**config.mk**
```make
export PLATFORM = sky130hd
export DESIGN_NAME = psum_collector
export DESIGN_NICKNAME = d
export VERILOG_FILES = /design/src/rtl/psum_collector_pkg.sv /design/src/rtl/psum_collector_sync_fifo.sv /design/src/rtl/psum_collector.sv
export SDC_FILE = /design/constraint.sdc
export NUM_CORES = 1
export LEC_CHECK = 0
export CAP_MARGIN = 15
export CORE_MARGIN = 2
export CORE_UTILIZATION = 60
export DETAILED_ROUTE_END_ITERATION = 8
export GPL_TIMING_DRIVEN = 0
export PLACE_DENSITY = 0.8
export SYNTH_ARGS = -nofsm -noshare
export SYNTH_HDL_FRONTEND = slang
export SYNTH_HIERARCHICAL = 1
export SYNTH_SLANG_ARGS = --single-unit
```
**constraint.sdc**
```tcl
create_clock -name clk -period 4.3 [get_ports clk]
set_input_delay 0.86 -clock clk [delete_from_list [all_inputs] [get_ports clk]]
set_output_delay 0.86 -clock clk [all_outputs]
set_load 0.005 [all_outputs]
```
**src/rtl/psum_collector_pkg.sv**
```systemverilog
// Shared constants and state encoding for the partial-sum collector and its neighbours.
// Word/counter widths match the write-back controller interface.
package psum_collector_pkg;

    localparam int unsigned WordSize     = 32;
    localparam int unsigned DataMaxBits  = 8;
    localparam int unsigned PsumWDefault = 24;

    // Saturation bounds for requantization to signed 8 bits
    localparam int signed Int8Max = 127;
    localparam int signed Int8Min = -128;

    typedef enum logic [1:0] {
        StIdle    = 2'd0,
        StCollect = 2'd1,
        StDrain   = 2'd2,
        StDone    = 2'd3
    } collector_state_e;

endpackage

```
**src/rtl/psum_collector_sync_fifo.sv**
```systemverilog
// Synchronous FIFO with occupancy count; head word is read straight from the storage registers.
// Depth must be a power of two so the pointers wrap naturally.
module psum_collector_sync_fifo #(
    parameter int unsigned Width = 32,
    parameter int unsigned Depth = 8
) (
    input  logic                     clk,
    input  logic                     rst,
    input  logic                     push_i,
    input  logic [Width-1:0]         data_i,
    input  logic                     pop_i,
    output logic [Width-1:0]         data_o,
    output logic                     valid_o,
    output logic [$clog2(Depth):0]   count_o
);

    localparam int unsigned AddrW = $clog2(Depth);
    localparam int unsigned CntW  = AddrW + 1;
    localparam logic [CntW-1:0] Full = CntW'(Depth);

    logic [Width-1:0] mem_q [Depth];
    logic [AddrW-1:0] wptr_q;
    logic [AddrW-1:0] rptr_q;
    logic [CntW-1:0]  count_q;
    logic             do_push;
    logic             do_pop;

    assign do_pop  = pop_i && (count_q != '0);
    // A full FIFO still accepts a push when the head leaves in the same cycle
    assign do_push = push_i && ((count_q != Full) || do_pop);

    always_ff @(posedge clk or negedge rst) begin
        if (!rst) begin
            for (int i = 0; i < Depth; i++) begin
                mem_q[i] <= '0;
            end
            wptr_q  <= '0;
            rptr_q  <= '0;
            count_q <= '0;
        end else begin
            if (do_push) begin
                mem_q[wptr_q] <= data_i;
                wptr_q        <= wptr_q + AddrW'(1);
            end
            if (do_pop) begin
                rptr_q <= rptr_q + AddrW'(1);
            end
            unique case ({do_push, do_pop})
                2'b10:   count_q <= count_q + CntW'(1);
                2'b01:   count_q <= count_q - CntW'(1);
                default: count_q <= count_q;
            endcase
        end
    end

    assign valid_o = (count_q != '0);
    assign data_o  = valid_o ? mem_q[rptr_q] : '0;
    assign count_o = count_q;

endmodule

```
**src/rtl/psum_collector.sv**
```systemverilog
// Deskews per-column partial sums from the array bottom edge, requantizes them to int8 and
// packs each aligned row into one word queued toward the write-back controller.
module psum_collector
    import psum_collector_pkg::*;
#(
    parameter int unsigned COLS       = 4,
    parameter int unsigned PSUM_W     = PsumWDefault,
    parameter int unsigned FIFO_DEPTH = 8
) (
    input  logic                     clk,
    input  logic                     rst,
    input  logic                     config_valid,
    input  logic [DataMaxBits-1:0]   num_rows,
    input  logic [4:0]               shift,
    input  logic [COLS-1:0]          col_valid,
    input  logic [COLS*PSUM_W-1:0]   col_data,
    output logic                     array_stall,
    output logic                     DI_valid,
    output logic [WordSize-1:0]      DI,
    input  logic                     DI_ready,
    output logic                     busy,
    output logic                     done
);

    localparam int unsigned CntW = $clog2(FIFO_DEPTH) + 1;
    // Stall once fewer than COLS+1 entries are free
    localparam logic [CntW-1:0] StallCount = CntW'(FIFO_DEPTH - COLS);
    localparam logic signed [PSUM_W-1:0] SatHi = PSUM_W'(Int8Max);
    localparam logic signed [PSUM_W-1:0] SatLo = PSUM_W'(Int8Min);

    function automatic logic [7:0] requant(input logic [PSUM_W-1:0] v, input logic [4:0] sh);
        logic signed [PSUM_W-1:0] s;
        s = $signed(v) >>> sh;
        if (s > SatHi) begin
            requant = 8'h7f;
        end else if (s < SatLo) begin
            requant = 8'h80;
        end else begin
            requant = s[7:0];
        end
    endfunction

    logic [COLS-1:0]             dv;
    logic [COLS-1:0][PSUM_W-1:0] dd;
    logic                        row_ok;
    logic                        row_bad;
    logic                        accept;
    logic                        pack_valid_q;
    logic [WordSize-1:0]         pack_data_q;
    logic [WordSize-1:0]         pack_data_d;
    logic [CntW-1:0]             fifo_count;
    logic                        pop;
    logic                        last_pop;
    collector_state_e            state_q;
    logic [DataMaxBits-1:0]      num_rows_q;
    logic [DataMaxBits-1:0]      rows_q;
    logic [DataMaxBits-1:0]      rows_inc;
    logic [4:0]                  shift_q;
    logic                        busy_q;
    logic                        done_q;
    logic                        err_q;

    // Column c is delayed COLS-1-c cycles so all columns of one row line up
    for (genvar c = 0; c < COLS; c++) begin : g_col
        localparam int unsigned D = COLS - 1 - c;
        if (D == 0) begin : g_pass
            assign dv[c] = col_valid[c];
            assign dd[c] = col_data[c*PSUM_W +: PSUM_W];
        end else begin : g_dly
            logic [D-1:0]             v_q;
            logic [D-1:0][PSUM_W-1:0] d_q;
            always_ff @(posedge clk or negedge rst) begin
                if (!rst) begin
                    v_q <= '0;
                    d_q <= '0;
                end else if (!array_stall) begin
                    v_q[0] <= col_valid[c];
                    d_q[0] <= col_data[c*PSUM_W +: PSUM_W];
                    for (int i = 1; i < D; i++) begin
                        v_q[i] <= v_q[i-1];
                        d_q[i] <= d_q[i-1];
                    end
                end
            end
            assign dv[c] = v_q[D-1];
            assign dd[c] = d_q[D-1];
        end
    end

    // Nothing is consumed from the delay lines while they are frozen
    assign row_ok  = !array_stall && (&dv);
    assign row_bad = !array_stall && (|dv) && !(&dv);
    assign accept  = row_ok && (state_q == StCollect);

    always_comb begin
        pack_data_d = '0;
        for (int c = 0; c < COLS; c++) begin
            pack_data_d[c*8 +: 8] = requant(dd[c], shift_q);
        end
    end

    always_ff @(posedge clk or negedge rst) begin
        if (!rst) begin
            pack_valid_q <= 1'b0;
            pack_data_q  <= '0;
        end else begin
            pack_valid_q <= accept;
            if (accept) begin
                pack_data_q <= pack_data_d;
            end
        end
    end

    psum_collector_sync_fifo #(
        .Width (WordSize),
        .Depth (FIFO_DEPTH)
    ) u_fifo (
        .clk     (clk),
        .rst     (rst),
        .push_i  (pack_valid_q),
        .data_i  (pack_data_q),
        .pop_i   (pop),
        .data_o  (DI),
        .valid_o (DI_valid),
        .count_o (fifo_count)
    );

    assign pop         = DI_valid && DI_ready;
    assign array_stall = (fifo_count >= StallCount);
    assign rows_inc    = rows_q + DataMaxBits'(1);
    // Final word leaves this cycle and nothing remains queued or in flight
    assign last_pop    = !pack_valid_q &&
                         ((fifo_count == '0) || ((fifo_count == CntW'(1)) && pop));

    always_ff @(posedge clk or negedge rst) begin
        if (!rst) begin
            state_q    <= StIdle;
            num_rows_q <= '0;
            rows_q     <= '0;
            shift_q    <= '0;
            busy_q     <= 1'b0;
            done_q     <= 1'b0;
            err_q      <= 1'b0;
        end else begin
            done_q <= 1'b0;
            unique case (state_q)
                StIdle: begin
                    if (config_valid) begin
                        num_rows_q <= num_rows;
                        shift_q    <= shift;
                        rows_q     <= '0;
                        err_q      <= 1'b0;
                        if (num_rows == '0) begin
                            done_q <= 1'b1;
                        end else begin
                            busy_q  <= 1'b1;
                            state_q <= StCollect;
                        end
                    end
                end
                StCollect: begin
                    if (accept) begin
                        rows_q <= rows_inc;
                        if (rows_inc == num_rows_q) begin
                            state_q <= StDrain;
                        end
                    end
                end
                StDrain: begin
                    if (last_pop) begin
                        state_q <= StDone;
                        done_q  <= 1'b1;
                        busy_q  <= 1'b0;
                    end
                end
                StDone: begin
                    state_q <= StIdle;
                end
                default: state_q <= StIdle;
            endcase
            // Misaligned valids or rows beyond the job length are dropped and flagged
            if (row_bad || (row_ok && (state_q != StCollect))) begin
                err_q <= 1'b1;
            end
        end
    end

    assign busy = busy_q;
    assign done = done_q;

endmodule

```
After elaboration in Yosys (flattened, before gate mapping)
Index checks and enable logic that the tools add are counted.

Bits in writable memories: 0. Logic and storage cells: 121. Latch bits: 0. Input bits: 117. Register bits: 474. Bits in read-only memories: 0. Memories: 0.

Magnitude comparators: 12. Mux-type cells: 33. Equal/unequal tests: 13. $add $sub $neg: 5. Shift operators: 4. Reduce and logical (&&, ||, !) cells: 24. Multiply operators: 0. Bitwise operators: 2. Div/mod/pow operators: 0.

Operators by type and width (count): 256-bit bitwise mux (1); 32-bit 2-to-1 mux (4); 32-bit binary-select mux with 3-bit select (1); 32-bit demux with 3-bit select (1); 24-bit by 8-bit > comparator with 1-bit output, second input constant (4); 24-bit by 8-bit < comparator with 1-bit output, second input constant (4); 24-bit by 5-bit >>> shifter with 24-bit output (4); 8-bit 2-to-1 mux (10); 8-bit case mux with 2 select lines (1); 2-bit 2-to-1 mux (5); 8-bit by 1-bit adder with 8-bit output, second input constant (1); 8-bit equality test (1); 4-bit >= comparator, second input constant (2); 1-bit logical AND (8); 8-bit logical NOT (1); 2-bit inequality test, second input constant (4); 3-bit NOT with 4-bit output (2); 2-bit case mux with 4 select lines (1); 4-bit case mux with 2 select lines (1); 4-bit AND reduction (2); 3-bit by 1-bit adder with 3-bit output, second input constant (2); 2-bit equality test, second input constant (3); 1-bit 2-to-1 mux (6); 2-bit nonzero test (3); other kinds (17) (21).

Longest topological paths before layout
Gate-level depths: netlist of run 1.

Word-level depth: 7. Mapped depth: 16. Depth with buffers taken out: 15.

Cells and area by module
Netlist of run 1, hierarchy kept.

Modules (own cells, without submodules): psum_collector (sequential area each 5205.0 um2, instances 1, area each 14303.7 um2, cells each 1595); psum_collector_sync_fifo (sequential area each 6656.4 um2, instances 1, area each 12175.4 um2, cells each 748).

Least setup slack after synthesis of run 1
OpenSTA, ideal clock, no wires.

Kind: register -> register. Start point: reg u_fifo.count_q[1], in the netlist u_fifo/count_o[1]. End point: reg u_fifo.count_q[2], in the netlist u_fifo/count_o[2]. Path slack: 1.432 ns. Clock period less this slack: 2.868 ns. Buffers on the path: 1. Data required time: 4.174 ns. Arrival time: 2.742 ns. Setup time: 0.126 ns. Cell stages (with the launch flop): 17. Path through: dfrtp_1 > or3_1 > nor2_1 > inv_1 > nand2_1 > inv_1 > nand2b_1 > o21a_1 > buf_6 > inv_2 > ha_1 > xor2_1 > ha_1 > a21oi_1 > xor2_1 > nor2_1 > xor2_1.

Cells in the longest elaborated chain, start to end: 7. Elaborated cells between the ends (all ways): 12. Classes of those cells: 2 x add/sub; 3 x eq/ne; 1 x mux; 6 x reduce/logical.

Ends and longest elaborated chain: from (decl) (line psum_collector_sync_fifo.sv:24) `logic [CntW-1:0] count_q;`; from (signal assigned) (line psum_collector_sync_fifo.sv:49) `2'b10: count_q <= count_q + CntW'(1);`; from (signal assigned) (line psum_collector_sync_fifo.sv:50) `2'b01: count_q <= count_q - CntW'(1);`; from (signal assigned) (line psum_collector_sync_fifo.sv:51) `default: count_q <= count_q;`; 4-bit nonzero test (*) (line psum_collector_sync_fifo.sv:56) `assign valid_o = (count_q != '0);`; via DI_valid (line psum_collector.sv:18) `output logic DI_valid,`; 1-bit logical AND (*) (line psum_collector.sv:128) `assign pop = DI_valid && DI_ready;`; via pop (line psum_collector.sv:52) `logic pop;`; 1-bit logical AND (*) (line psum_collector_sync_fifo.sv:28) `assign do_pop = pop_i && (count_q != '0);`; 1-bit logical OR (line psum_collector_sync_fifo.sv:30) `assign do_push = push_i && ((count_q != Full) || do_pop);`; 1-bit logical AND (line psum_collector_sync_fifo.sv:30); 2-bit by 1-bit equality test with 1-bit output or 2-bit equality test (tied branches) (line psum_collector_sync_fifo.sv:48) `unique case ({do_push, do_pop})`; 4-bit case mux with 2 select lines or 2-bit nonzero test (tied branches).

The timed path passes the listed nets; every way through them passes the cells marked *. A chain may end at the register's enable or synchronous reset.

Worst setup path in the final report of run 1
Start point: reg u_fifo.rptr_q[1]. End point: out DI[24].

Cells in the longest elaborated chain, start to end: 5.

Ends and longest elaborated chain: from (decl) (line psum_collector_sync_fifo.sv:23) `logic [AddrW-1:0] rptr_q;`; from (signal assigned) (line psum_collector_sync_fifo.sv:46) `rptr_q <= rptr_q + AddrW'(1);`; 3-bit NOT with 4-bit output (implied by the code) (line psum_collector_sync_fifo.sv:57) `assign data_o = valid_o ? mem_q[rptr_q] : '0;`; 32-bit binary-select mux with 3-bit select (line psum_collector_sync_fifo.sv:57); 32-bit 2-to-1 mux (implied by the code) (2 in a row) (line psum_collector_sync_fifo.sv:57); 32-bit 2-to-1 mux (line psum_collector_sync_fifo.sv:57); to (decl) (line psum_collector.sv:19) `output logic [WordSize-1:0] DI,`.

Every way passes these cells. The select of a mux whose other input is x is not followed.

==> run metrics, run 1 <==
number of diodes=0; port bufs=151; CTS tree=done; worst setup margin=0.0313 ns; final setup vio count=0; Rows=76; drt first pass iters=6; maximum fanout along the worst path=10; CP arrival=3.41 ns; CTS sink count=474; min-delay worst type=in -> async; outcome=finished, final reports clean; post-place setup slack=0.506 ns; CP most frequent cell=clkbuf_1; area added between synthesis and finish=15.6%; Slew Viols, Final=0; CTS clk-pin slew, worst paths=0.06 ns; WL/cell=27.0 µm; kind of critical path=reg -> out; initial antenna violation count=0; core footprint=0.0434 mm²; die width=214 µm; # nets final=2678; post-CTS setup buffer count=0; gpl congestion=1.01; fmax=0.234 GHz; critical path's top delay family=buffers and inverters; Post-synth EDFFs=0; Pwr Density=720 mW/mm²; vias per inst=6.52; critical path's slowest cell=clkbuf_1; worst slew pin tran=1.11 ns; async set-reset flop share out of synthesis=100%; worst path cell trace=clkbuf_1 -> clkbuf_1 -> mux4_2 -> mux2i_1 -> nor2_1 -> clkdlybuf4s50_1; vias in the first global route=21523; count leader, synth=nand2_1; clk_skew=0.0279 ns; Max Cap Viol=0; Slew Limit Headroom=26.3%; layout cell share with drive strength beyond 1=25.1%; RSZ-0062 raised after global routing=no; min cycle time layout=4.27 ns; Clock Tree Root=clkbuf_16; Final ANT Viol Nets=0; utilization after layout=70.6%; Worst IR Drop VDD=0.506 mV; Yosys warning total=6; initial cell density of the core=61.1%; Global Route Usage Sum=37.8%; largest net degree at the start of global routing=127; share of the clock period used by the worst path=99.3%; CP startpoint kind=flip-flop; CP Data Required Time=3.44 ns; syn avg cell area=11.3 µm²; die area=0.0458 mm²; Yosys cell types=91; CTS Buf Count=49; Clock Tree Buf Depth=3; Die Height=214 µm; synthesized area=0.0265 mm²; Syn Nets=2469; first-pass GRT wire length=131 mm; Worst setup EP type=output port; Synth Register Bits=474; commonest cells in the netlist=nand2_1, dfrtp_1, mux2_2; DR vias=20699; total gr overflow=0; residual DRC count=0; top-area cell type share of the netlist area=44.8%; CP max stage delay=0.66 ns; H-tree Lvls=2; WP buf/inv=3; Routed WL=85.7 mm; Top FF cell, synth=dfrtp_1; Yosys top cell by area=dfrtp_1; Post-Synthesis Cells=2343; cts hold-fix bufs=0; fill count=3044; Clock Latency Late Sink=0.62 ns; sequential-to-total area share from yosys stat=44.8%; detailed placement HPWL=59.8 mm; leakage=14.4 nW; endpoints failing hold=0; cells taking the most area after synthesis=dfrtp_1, mux2_2, mux4_2, nand2_1, mux2i_1; IO Pins=153; DRT iter0 DRCs=2163; Total Power=22.0 mW
==> registers in the layout, summed over array words and instances (netlist names), 2 cells and up <==
register	cells
u_fifo/mem_q	256
g_col.g_dly.d_q	96
dd	48
pack_data_q	32
num_rows_q	8
rows_q	8
g_col.g_dly.v_q	6
shift_q	5
u_fifo/count_o	4
u_fifo/rptr_q	3
u_fifo/wptr_q	3
state_q	2
==> placed cells by master (no fill, tap or decap), drive strengths merged, types with 5 or more instances in the layout <==
cell type and n:
nor4 11, o221a 8, mux2i 115, o21a 7, buf 96, and3 11
or2 6, o211ai 23, nor2b 9, nand2 592, nand2b 13, a221oi 8
mux2 323, ha 9, dfrtp 474, a31oi 8, nand4 10, clkdlybuf4s50 150
clkbuf 148, nor2 93, xor2 8, mux4 140, nand3 22, and2 12
a311oi 5, a21oi 44, a211oi 17, inv 22, o21ai 65, nor3 21
a22oi 16, clkinv 13, a211o 5, xnor2 9, bufinv 7
==> path summary, 6_finish.rpt <==
kind	slack, ns	end	depth (start not counted)	startpoint
setup / recovery	0.03	DI[24]	6	u_fifo/rptr_q[1]
hold / removal	0.16	u_fifo/mem_q[36]	1	rst
setup reg to reg	0.34	pack_data_q[6]	9	shift_q[0]
hold reg to reg	0.46	g_col[0].g_dly.d_q[43]	2	g_col[0].g_dly.d_q[19]
max in group asynchronous	2.40	u_fifo/mem_q[243]	4	rst
min in group clk	0.46	g_col[0].g_dly.d_q[43]	2	g_col[0].g_dly.d_q[19]
==> repair_timing <==
action | 4_1_cts | 5_1_grt
setup endpoints to repair | 3 | 16
gates resized for setup | 1 | 1
pin swaps | 0 | 0
==> metal layers <==
layer / share of wire [%] / track usage, % / wire length [µm] / vias up
met5: 0 / 0 / 0 / -
met4: 5.8 / 20.7 / 4990 / 0
met3: 7.5 / 7.08 / 6460 / 312
met2: 47 / 61.1 / 40700 / 1066
met1: 39 / 48.8 / 33600 / 10475
li1: - / - / - / 8846
==> layout make-up <==
cell class	count	area, µm²	area share [%]
flip-flops and latches	474	11900	38.8
clock inverters	22	338	1.10
clock buffers	67	1390	4.55
inverters	21	78.8	0.258
repair buffers	158	1650	5.39
well taps	585	732	2.39
multi-input cells	1677	13600	44.4
plain buffers	171	973	3.18
==> cells by family (layout without fill, tap and decap cells) <==
group	after synthesis	count (layout)	share of synthesized area [%]
AOI/OAI and AO/OA	255	255	6.81
buffers and inverters	192	439	3.97
muxes	578	578	30.6
DFF	474	474	44.8
and+or+nand+nor	818	818	12.8
xor gates and xnor gates	17	17	0.562
adders and majority gates	9	9	0.425
==> per-stage QoR <==
stage,TNS [ns],hold WS (ns),cell area (µm²),cells
floorplan,0,0.439,26500,2343
detailed placement,0,0.451,28900,3086
global route,0,0.196,30600,3175
CTS,0,0.176,30600,3175
global placement,-8145.54,0.450,28700,3079
finish,0,0.158,30600,3175
==> report_power, final <==
part           internal, mW  leakage, nW  switching, mW
Clock                  2.71        0.855           1.85
Combinational          4.29         7.25           6.68
Sequential             5.40         6.34           1.10
Power figures use the tool's default switching activity.
==> inputs of run 2 (changes only) <==
--- a/config.mk
+++ b/config.mk
@@ -7,11 +7,11 @@
 export LEC_CHECK = 0
 export CAP_MARGIN = 15
 export CORE_MARGIN = 2
-export CORE_UTILIZATION = 60
+export CORE_UTILIZATION = 30
 export DETAILED_ROUTE_END_ITERATION = 8
 export GPL_TIMING_DRIVEN = 0
-export PLACE_DENSITY = 0.8
 export SYNTH_ARGS = -nofsm -noshare
 export SYNTH_HDL_FRONTEND = slang
 export SYNTH_HIERARCHICAL = 1
 export SYNTH_SLANG_ARGS = --single-unit
+export TNS_END_PERCENT = 1
==> run metrics, run 2 (synthesized netlist as in run 1, its figures left out) <==
outcome=finished, final reports clean; max reg flops=256; Clock Latency Late Sink=0.62 ns; Global Route Usage Sum=18.4%; WL/cell=22.3 µm; first-pass GRT wire length=128 mm; drt first pass iters=5; Rows=108; area of the multi-input gates=0.0136 mm²; clk_skew=0.0221 ns; cell total after placement=3655; port bufs=151; initial antenna violation count=8; Slew Limit Headroom=35.7%; cts hold-fix bufs=0; largest net degree at the start of global routing=120; critical path's slowest cell=clkbuf_1; Clock Tree Buf Depth=3; most frequent cells in the layout=nand2_1, dfrtp_1, mux2_2; CP arrival=3.38 ns; vias per inst=5.28; kind of critical path=reg -> out; leakage=14.4 nW; worst setup margin=0.0564 ns; CTS clk-pin slew, worst paths=0.06 ns; area added between synthesis and finish=18.3%; Worst IR Drop VDD=0.328 mV; DR vias=19773; Routed WL=83.6 mm; Pwr Density=694 mW/mm²; IO Pins=153; Largest Register=u_fifo/mem_q; # nets final=2679; Max Cap Viol=0; residual DRC count=0; core footprint=0.0872 mm²; CP most frequent cell=clkbuf_1; Reg area=0.0119 mm²; final setup vio count=0; gpl congestion=0.973; Worst setup EP type=output port; vias in the first global route=19871; number of diodes=0; Slew Viols, Final=0; detailed placement HPWL=62.0 mm; Die Height=301 µm; fill count=8676; CP max stage delay=0.63 ns; die width=301 µm; min-delay worst type=in -> async; layout cell share with drive strength beyond 1=25.2%; maximum fanout along the worst path=10; CTS Buf Count=51; post-place setup slack=0.403 ns; min cycle time layout=4.24 ns; Clock Tree Root=clkbuf_16; worst path cell trace=clkbuf_1 -> clkbuf_1 -> mux4_2 -> mux2i_1 -> nor2_1 -> clkdlybuf4s50_1; RSZ-0062 raised after global routing=yes; H-tree Lvls=2; CP Data Required Time=3.44 ns; endpoints failing hold=0; CTS sink count=474; Post-Layout Cell Count=3748; total gr overflow=0; reg2reg start=shift_q[2]; initial cell density of the core=30.4%; utilization after layout=35.9%; CP startpoint kind=flip-flop; die area=0.0907 mm²; fmax=0.236 GHz; worst slew pin tran=0.965 ns; CTS tree=done; crit path launch=u_fifo/rptr_q[1]; Final ANT Viol Nets=0; most common cell after layout, fill and taps aside=nand2_1; post-CTS setup buffer count=0; DRT iter0 DRCs=1600; share of the clock period used by the worst path=98.7%
[run 2: routing by layer]
metal  share of wire [%]  GRT usage, %  vias up  routed length, µm
li1                    -             -     8857                  -
met1                  45          25.9     9928              37200
met2                  45          28.9      809              37800
met3                 7.2          3.32      173               6000
met4                 3.1          5.57        6               2590
met5               0.049             0        -                 41
[run 2: layout make-up]
cell class              instances  area share (%)
multi-input cells            1677            43.3
flip-flops and latches        474            37.9
repair buffers                157            5.26
clock buffers                  75            4.85
well taps                    1155            4.61
plain buffers                 171            3.12
clock inverters                18           0.699
inverters                      21           0.252
[run 2: final timing paths]
| kind | end | slack, ns | depth (start not counted) |
|---|---|---|---|
| worst max-delay path | DI[7] | 0.06 | 6 |
| worst min-delay path | g_col[0].g_dly.v_q[0] | 0.24 | 1 |
| worst max register to register | pack_data_q[29] | 0.48 | 10 |
| worst min register to register | g_col[0].g_dly.d_q[31] | 0.46 | 2 |
| max in group asynchronous | u_fifo/mem_q[252] | 2.60 | 3 |
| min in group clk | g_col[0].g_dly.d_q[31] | 0.46 | 2 |
[run 2: repair_timing]
| item | CTS | global route |
|---|---|---|
| resized for setup | 2 | 5 |
| pin swaps | 0 | 0 |
| setup endpoints to repair | 18 | 10 |
[run 2: worst max-delay path: cells and delay by family (launching register included)]
family	cells	cell delay, ns
buffers and inverters	3	1.65
multiplexers	2	0.43
AND/OR/NAND/NOR	1	0.32
flip-flops	1	0.37
[run 2: where the power goes]
part           switching, mW  internal (mW)  total (mW)  leakage (nW)
Sequential              1.09           5.40        6.50          6.34
Clock                   1.89           2.64        4.53         0.856
Combinational           6.41           4.29        10.7          7.26
[run 2: per-stage QoR]
stage | setup TNS [ns] | instance area (µm²) | power (mW) | hold WS [ns]
after detailed placement | 0 | 29600 | 17.0 | 0.446
after global routing | -0.0615 | 31300 | 22.9 | 0.269
after floorplan | 0 | 26500 | 13.5 | 0.439
after global placement | -9145.82 | 29400 | 17.0 | 0.448
after CTS | 0 | 31300 | 21.7 | 0.236
final | 0 | 31300 | 21.7 | 0.239
==> inputs of run 3 (changes only) <==
--- a/config.mk
+++ b/config.mk
@@ -7,9 +7,11 @@
 export LEC_CHECK = 0
 export CAP_MARGIN = 15
 export CORE_MARGIN = 2
-export CORE_UTILIZATION = 30
+export CORE_UTILIZATION = 55
+export CTS_BUF_LIST = sky130_fd_sc_hd__clkbuf_16
 export DETAILED_ROUTE_END_ITERATION = 8
 export GPL_TIMING_DRIVEN = 0
+export PLACE_DENSITY = 0.74
 export SYNTH_ARGS = -nofsm -noshare
 export SYNTH_HDL_FRONTEND = slang
 export SYNTH_HIERARCHICAL = 1
==> run metrics, run 3 (synthesized netlist as in run 1, its figures left out) <==
final setup vio count=0; worst slew pin tran=1.11 ns; WP buf/inv=3; number of diodes=0; vias in the first global route=20892; WL/cell=26.1 µm; Global Route Usage Sum=34.1%; worst setup margin=0.103 ns; Largest Register=u_fifo/mem_q; IO Pins=153; drt first pass iters=6; Die Height=223 µm; first-pass GRT wire length=128 mm; Total Power=22.0 mW; Post-Layout Inst Area=0.0305 mm²; Max Cap Viol=0; residual DRC count=0; critical path's slowest cell=buf_1; CTS tree=done; worst path cell trace=clkbuf_1 -> buf_1 -> mux4_2 -> mux2i_1 -> nor2_1 -> clkdlybuf4s50_1; die area=0.0499 mm²; largest net degree at the start of global routing=131; CP arrival=3.34 ns; DR vias=20298; gpl congestion=1.02; Rows=80; Pwr Density=719 mW/mm²; initial cell density of the core=55.6%; CP startpoint kind=flip-flop; min-delay worst type=in -> async; min cycle time layout=4.20 ns; Clock Latency Late Sink=0.61 ns; DRT iter0 DRCs=1862; most frequent cells in the layout=nand2_1, dfrtp_1, mux2_2; endpoints failing hold=0; leakage=14.4 nW; CP max stage delay=0.62 ns; share of the clock period used by the worst path=97.6%; critical path's top delay family=buffers and inverters; die width=223 µm; Slew Limit Headroom=23.9%; most common cell after layout, fill and taps aside=nand2_1; CP Data Required Time=3.44 ns; Worst IR Drop VDD=0.467 mV; Clock Tree Buf Depth=3; post-place setup slack=0.508 ns; post-CTS setup buffer count=0; CTS sink count=474; Routed WL=83.5 mm; maximum fanout along the worst path=10; clk_skew=0.0215 ns; Slew Viols, Final=0; CTS clk-pin slew, worst paths=0.06 ns; Clock Tree Root=clkbuf_16; CTS Buf Count=49; DP Area=0.0289 mm²; final hold slack=0.324 ns; core footprint=0.0476 mm²; H-tree Lvls=2; # nets final=2676; Final ANT Viol Nets=0; area added between synthesis and finish=15.3%; layout cell share with drive strength beyond 1=24.8%; RSZ-0062 raised after global routing=no; kind of critical path=reg -> out; detailed placement HPWL=60.6 mm; initial antenna violation count=2; total gr overflow=0; max reg flops=256; Worst setup EP type=output port; fill count=3797; port bufs=151; fmax=0.238 GHz; vias per inst=6.34; outcome=finished, final reports clean
## run 3: final cells by class
type | count | area, µm² | area share, %
clock inverter | 41 | 418 | 1.37
sequential | 474 | 11900 | 38.9
buffer | 171 | 975 | 3.19
inverter | 21 | 78.8 | 0.258
multi-input combinational | 1677 | 13600 | 44.5
tap | 615 | 769 | 2.52
clock buffer | 49 | 1230 | 4.02
timing repair buffer | 156 | 1620 | 5.31
## run 3: final timing paths
check                                  startpoint               to  slack [ns]  depth (start not counted)
max reg2reg                            shift_q[2]   pack_data_q[1]        0.48                         10
min                                           rst  u_fifo/mem_q[2]        0.32                          1
min in group clk           g_col[0].g_dly.d_q[26]            dd[2]        0.47                          2
max in group asynchronous                     rst             busy        2.18                          3
max                              u_fifo/rptr_q[1]           DI[23]        0.10                          6
min reg2reg                g_col[0].g_dly.d_q[26]            dd[2]        0.47                          2
## run 3: where the power goes
part           internal (mW)  total [mW]  switching (mW)
sequential              5.40        6.51            1.11
clock                   2.52        4.36            1.85
combinational           4.29        11.1            6.79
## run 3: metrics by stage
step           setup TNS, ns  util [%]  cells
6_report                   0      64.1   3204
3_3_place_gp        -8275.65      60.4   3109
2_1_floorplan              0         -   2343
3_5_place_dp               0      60.6   3114
5_1_grt                    0      64.1   3204
4_1_cts                    0      64.1   3204
## run 3: repair_timing
| action | in CTS | in global routing |
|---|---|---|
| setup endpoints to repair | 12 | 1 |
| gates resized for setup | 2 | 2 |
| hold buffers | 0 | 0 |
## run 3: routing by layer
layer | vias up | track usage [%] | part of all wire, %
li1 | 8855 | - | -
met1 | 10359 | 46.4 | 42
met2 | 864 | 54.2 | 47
met3 | 218 | 6.22 | 7.1
met4 | 2 | 14.3 | 4.6
met5 | - | 0 | 0.032
